$ cat src/rtl/req_enc_pkg.sv
// Shared constants and FSM state encoding for the request encoder block.
package req_enc_pkg;
   localparam int N = 8;
   localparam int W = 3;

   typedef enum logic {
      IDLE  = 1'b0,
      GRANT = 1'b1
   } state_t;
endpackage

$ cat src/rtl/prio_enc8.sv
// Combinational 8->3 priority encoder; the highest set index wins, o_any flags a non-zero input.
module prio_enc8
   import req_enc_pkg::*;
(
   input  logic [N-1:0] i_vec,
   output logic [W-1:0] o_code,
   output logic         o_any
);

   // Ascending scan so the last (highest) set bit overwrites lower ones.
   always_comb begin
      o_code = '0;
      for (int i = 0; i < N; i++) begin
         if (i_vec[i]) begin
            o_code = W'(i);
         end
      end
   end

   assign o_any = |i_vec;

endmodule

$ cat src/rtl/req_encoder8to3.sv
// Sticky request collector that grants one pending index at a time over a valid/ack handshake.
module req_encoder8to3
   import req_enc_pkg::*;
(
   input  logic         clk,
   input  logic         rst,
   input  logic [N-1:0] req_in,
   input  logic         en,
   input  logic         ack_in,
   output logic [W-1:0] code_out,
   output logic         valid_out,
   output logic [N-1:0] pending_out,
   output logic         busy_out
);

   state_t         r_state;
   state_t         w_state_next;
   logic [W-1:0]   r_code;
   logic [W-1:0]   w_code_next;
   logic [N-1:0]   r_pending;
   logic [N-1:0]   w_pending_next;
   logic [N-1:0]   w_clr_mask;
   logic [W-1:0]   w_enc_code;
   logic           w_enc_any;

   prio_enc8 u_prio_enc8 (
      .i_vec  (r_pending),
      .o_code (w_enc_code),
      .o_any  (w_enc_any)
   );

   // Only an accepted grant clears its bit; a same-cycle request on that bit re-sets it.
   for (genvar gi = 0; gi < N; gi++) begin : g_clr
      assign w_clr_mask[gi] = (r_state == GRANT) && ack_in && (r_code == W'(gi));
   end

   assign w_pending_next = (r_pending & ~w_clr_mask) | req_in;

   always_comb begin
      w_state_next = r_state;
      w_code_next  = r_code;
      case (r_state)
         IDLE: begin
            if (en && w_enc_any) begin
               w_code_next  = w_enc_code;
               w_state_next = GRANT;
            end
         end
         GRANT: begin
            if (ack_in) begin
               w_state_next = IDLE;
            end
         end
         default: w_state_next = IDLE;
      endcase
   end

   always_ff @(posedge clk) begin
      if (rst) begin
         r_state   <= IDLE;
         r_code    <= '0;
         r_pending <= '0;
      end else begin
         r_state   <= w_state_next;
         r_code    <= w_code_next;
         r_pending <= w_pending_next;
      end
   end

   assign code_out    = r_code;
   assign valid_out   = (r_state == GRANT);
   assign pending_out = r_pending;
   assign busy_out    = (|r_pending) || (r_state == GRANT);

endmodule

$ cat config.mk
export PLATFORM = sky130hd
export DESIGN_NAME = req_encoder8to3
export DESIGN_NICKNAME = d
export VERILOG_FILES = /design/src/rtl/req_enc_pkg.sv /design/src/rtl/prio_enc8.sv /design/src/rtl/req_encoder8to3.sv
export SDC_FILE = /design/constraint.sdc
export NUM_CORES = 1
export LEC_CHECK = 0
export ABC_AREA = 1
export BUFFER_PORTS_ARGS = -buffer_cell sky130_fd_sc_hd__buf_2
export CAP_MARGIN = 20
export CORE_MARGIN = 10
export CORE_UTILIZATION = 44
export CTS_CLUSTER_DIAMETER = 80
export DETAILED_ROUTE_END_ITERATION = 8
export GPL_ROUTABILITY_DRIVEN = 1
export GPL_TIMING_DRIVEN = 1
export HOLD_SLACK_MARGIN = 0.12
export PLACE_DENSITY = 0.84
export SYNTH_ARGS = -nofsm -noshare
export SYNTH_HDL_FRONTEND = slang
export SYNTH_SLANG_ARGS = --single-unit
$ cat constraint.sdc
create_clock -name clk -period 1.1 [get_ports clk]
set_input_delay 0.11 -clock clk [delete_from_list [all_inputs] [get_ports clk]]
set_output_delay 0.11 -clock clk [all_outputs]
set_load 0.02 [all_outputs]
== After elaboration in Yosys (flattened, before gate mapping) ==
Cells that the tools add are included.

* Output and inout port bits: 13
* Word-level logic and storage cells: 38
* Flip-flop bits (word level): 12
* Input port bits: 12

* Bitwise gates (word level): 4
* Multiplexer cells: 10
* Eq/ne operators: 7
* Reduce and logical (&&, ||, !) cells: 14

{| class="wikitable"
|+ Operators with widths
! kind !! number
|-
| 3-bit equality test, second input constant || 4
|-
| 3-bit two-way mux || 4
|-
| 1-bit logical AND || 10
|-
| 8-bit AND || 1
|-
| 8-bit NOT || 1
|-
| 8-bit bitwise OR || 1
|-
| 8-bit OR reduction || 1
|-
| 3-bit by 2-bit equality test with 1-bit output, second input constant || 2
|-
| 2-bit two-way mux || 2
|-
| 3-bit by 1-bit equality test with 1-bit output, second input constant || 1
|-
| 3-bit logical NOT || 1
|-
| 1-bit two-way mux || 3
|-
| 1-bit case mux with 2 select lines || 1
|-
| 2-bit AND reduction || 1
|-
| 1-bit logical OR || 1
|-
| 1-bit NOT || 1
|}

== Logic depth before layout (Yosys ltp) ==
* Depth after elaboration: 7
* Depth in mapped cells: 9
* Gate-level depth less buffers: 9

== Hierarchy ==
From an unflattened synthesis, not the netlist that was laid out.

* Cells, all modules: 92
* Area, all modules: 580.6 um2

{| class="wikitable"
|+ By module, submodules not included
! module !! cells each !! times used !! sequential area each (um2) !! area each (um2)
|-
| req_encoder8to3 || 72 || 1 || 240.2 || 503.0
|-
| prio_enc8 || 20 || 1 || 0.0 || 77.6
|}

== Worst setup path before layout ==
OpenSTA, ideal clock, no wires.

* Path kind: register to register
* From: register r_pending[7] (netlist: pending_out[7])
* To: register r_code[0] (netlist: code_out[0])
* Arrival time: 942 ps
* Required time: 987 ps
* Path buffers: 0
* Cell stages (with the launch flop): 8
* Clock period less this slack: 1055 ps
* Setup time: 113 ps
* Path slack: 45 ps
* Path through: dfxtp_1 inv_1 nand2_2 nor2_4 nand2_2 nand3_4 nor2_1 nor2_1

* Word-level cells in the longest chain between the ends: 3
* Elaborated cells between the ends (all ways): 4
* Classes of those cells: mux (1); reduce/logical (3)

{| class="wikitable"
|+ RTL lines
! element !! RTL line !! text
|-
| start, declared || req_encoder8to3.sv:20 || <nowiki>logic [N-1:0] r_pending;</nowiki>
|-
| start signal, assigned || req_encoder8to3.sv:66 || <nowiki>r_pending <= w_pending_next;</nowiki>
|-
| 8-bit OR reduction || prio_enc8.sv:20 || <nowiki>assign o_any = |i_vec;</nowiki>
|-
| 1-bit logical AND || req_encoder8to3.sv:44 || <nowiki>if (en && w_enc_any) begin</nowiki>
|-
| 2-bit AND reduction (no source line) || -- ||
|-
| end signal, assigned || req_encoder8to3.sv:65 || <nowiki>r_code <= w_code_next;</nowiki>
|-
| end, declared || req_encoder8to3.sv:18 || <nowiki>logic [W-1:0] r_code;</nowiki>
|}

Parallel ways exist; a longest one is shown, timed or not.
A chain may end at the register's enable or synchronous reset.

== Final worst setup path ==
* From: register r_pending[4] (netlist: pending_out[4])
* To: output port busy_out

* Word-level cells in the longest chain between the ends: 2

{| class="wikitable"
|+ RTL lines
! element !! RTL line !! text
|-
| 8-bit OR reduction || req_encoder8to3.sv:73 || <nowiki>assign busy_out = (|r_pending) || (r_state == GRANT);</nowiki>
|-
| 1-bit logical OR || req_encoder8to3.sv:73 ||
|-
| end, declared || req_encoder8to3.sv:13 || <nowiki>output logic busy_out</nowiki>
|}

Every way passes these cells.

==> flow_metrics.tcl <==
set metrics [dict create \
    status "finished with violations" \
    violations "negative setup slack" \
    insertion_delay_ps 280 \
    drt-total-wl_um 1708 \
    synth-seq-area-share 0.4034 \
    routabilityCongestion 0.8401 \
    r2r_slack_ps 0 \
    via_count 679 \
    cts.reportedPaths.clkPinSlew_ps 70 \
    hold_class "primary input to flop" \
    cpMaxStageDelayCell "dfxtp_2" \
    syn_area_um2 595.6 \
    synth_compound_area_frac 0.1639 \
    crit_chain "inv_2, nand2_4, nor2_4, nand3_2, buf_6" \
    drtIter0Drc 8 \
    gr-usage-all-layers 0.1063 \
    coreArea_um2 1285 \
    worst_slew_pin_slew_ps 192.3 \
    dieArea_um2 3225 \
    final_cell_mix "buf_2, nand2_1, inv_1" \
    slew_viol_final 0 \
    final_antenna_net_count 0 \
    htreeDepth 1 \
    layout.nets 142 \
    synth-xor-area-share 0 \
    p_total_mw 1.096 \
    finalInstanceArea_um2 915.9 \
    finalClockSkew_ps 1.086 \
    r2r_cells 8 \
    grt_pass1_wl_um 2801 \
    critPathCaptureType "primary output" \
    area_growth_pct 53.78 \
    fin_crit_ps 1167 \
    die_x_um 56.79 \
    synth_nets 101 \
    slowest_delay_ps 330 \
    path_class "flop to primary output" \
    rsz0062_at_grt "true" \
    ir_worst_vdd_mv 0.7963 \
    final_common_cell "buf_2" \
    clock-sinks 12 \
    port_buffers 24 \
    relSlewSlack 0.8718 \
    power_density_nw_per_um2 1197 \
    hold_viol_final 0 \
    start_util 0.4635 \
    wl_per_cell_um 11.94 \
    cts_tree "built" \
    fmax_mhz 856.8 \
    avgSynthCellArea_um2 6.692 \
    synthSimpleGateAreaFrac 0.2878 \
    dr.pass1.iters 4 \
    dp_hpwl_um 1211 \
    setup_slack_ps -67.11 \
    cellLeakagePower_nw 0.4980 \
    yosysUniqueCellTypes 16 \
    clock-root-buffer "clkbuf_4" \
    min_period_over_period 1.061 \
    cts_made_buffers 3 \
    synthAdderAreaFrac 0 \
    hold_end "pending_out[5]" \
    cp_max_fo 3 \
    final_core_util 0.7128 \
    rows 13 \
    synth_top_family_by_area "simple AND/OR/NAND/NOR gates" \
    diodes 0 \
    rr_endpoint "code_out[1]" \
    synth_cells 89 \
    vias_per_cell 4.748 \
    die_h_um 56.79 \
    postPlaceCellArea_um2 730.7 \
    synth_warnings 0 \
    synth_seq_cells 12 \
    drive_gt1_frac 0.4609 \
    max_cap_viol_count 0 \
    timing.setup.tns_ps -67.11 \
    whs_path_depth 2 \
    r2r_start "pending_out[2]" \
    fillCellCount 102 \
    cp-start-kind "flop" \
    drc_errors 0 \
    grt_max_degree 11 \
    clock_path_buffers 2 \
    antenna_found_initial 0 \
    setup_viol 1 \
    synthMuxAreaShare 0 \
    pin_count 25 \
    worstPathArrival_ps 1060 \
    grt_overflow 0 \
    grt_pass1_vias 677 \
    worstHoldStart "rst" \
    required_ps 990 \
]
## per-layer routing
| layer | vias to the layer above | share of wire | track usage | wire [um] |
|---|---|---|---|---|
| met5 | - | 0 | 0 | 0 |
| met4 | 0 | 0.030 | 0.07047 | 51 |
| met3 | 5 | 0.084 | 0.04944 | 144 |
| met2 | 21 | 0.51 | 0.1787 | 870 |
| met1 | 305 | 0.38 | 0.1010 | 642 |
| li1 | 348 | - | - | - |
## worst max-delay path: cells and delay by family, from the launching register on
| family | cells | cell delay (ps) |
|---|---|---|
| flip-flops | 1 | 330 |
| AND/OR/NAND/NOR | 3 | 250 |
| buffers and inverters | 2 | 200 |
## repair_timing
item / CTS / global route
endpoints found under the hold margin: 8 / 0
cloned: 0 / 0
resized for setup: 14 / 12
endpoints found under the setup margin: 1 / 10
hold buffers: 8 / 0
buffers inserted: 4 / 1
pin swaps: 3 / 1
## cell type report
| cell class | instances | area [um2] | area share |
|---|---|---|---|
| repair buffers | 37 | 244.0 | 0.2664 |
| flip-flops and latches | 12 | 254.0 | 0.2773 |
| inverters | 22 | 82.58 | 0.09016 |
| multi-input cells | 54 | 294.0 | 0.3210 |
| well taps | 15 | 18.77 | 0.02049 |
| clock buffers | 3 | 22.52 | 0.02459 |
## registers in the layout (all words and copies together) (netlist names)
name	flops
pending_out	8
valid_out	1
code_out	3
## worst max path at each step
stage | slack, ps | depth (start not counted) | from | endpoint
global route | -140 | 5 | pending_out[4] | busy_out
finish | -70 | 5 | pending_out[4] | busy_out
CTS | -90 | 5 | pending_out[6] | busy_out
detailed placement | 80 | 5 | valid_out | pending_out[7]
global placement | 130 | 8 | pending_out[2] | code_out[1]
floorplan | 40 | 7 | pending_out[7] | code_out[0]
## cell families after synthesis
family	Yosys count
AND/OR/NAND/NOR	35
buffers and inverters	23
AO/OA/AOI/OAI	19
flip-flops	12
## Yosys cell counts (all sizes together)
cell | number | area share
a21oi | 10 | 0.084
clkbuf | 1 | 0.0063
dfxtp | 12 | 0.40
inv | 22 | 0.14
nand2 | 23 | 0.16
nand3 | 3 | 0.046
nand4 | 1 | 0.011
nor2 | 7 | 0.061
nor3 | 1 | 0.0084
o21ai | 8 | 0.067
o21bai | 1 | 0.013
## power breakdown
part	internal [mW]	leakage, nW	switching, mW
clock	0.127	0.0138	0.147
sequential	0.474	0.102	0.0308
combinational	0.132	0.382	0.184
total	0.733	0.498	0.362
## through the flow
stage	hold WS (ps)	setup WS, ps	instances
3_3_place_gp	348.9	129.8	127
2_1_floorplan	244.0	44.94	89
4_1_cts	123.5	-88.68	142
6_report	121.9	-67.11	143
5_1_grt	129.0	-142.6	143
3_5_place_dp	353.0	84.90	127
Power figures use the tool's default switching activity.
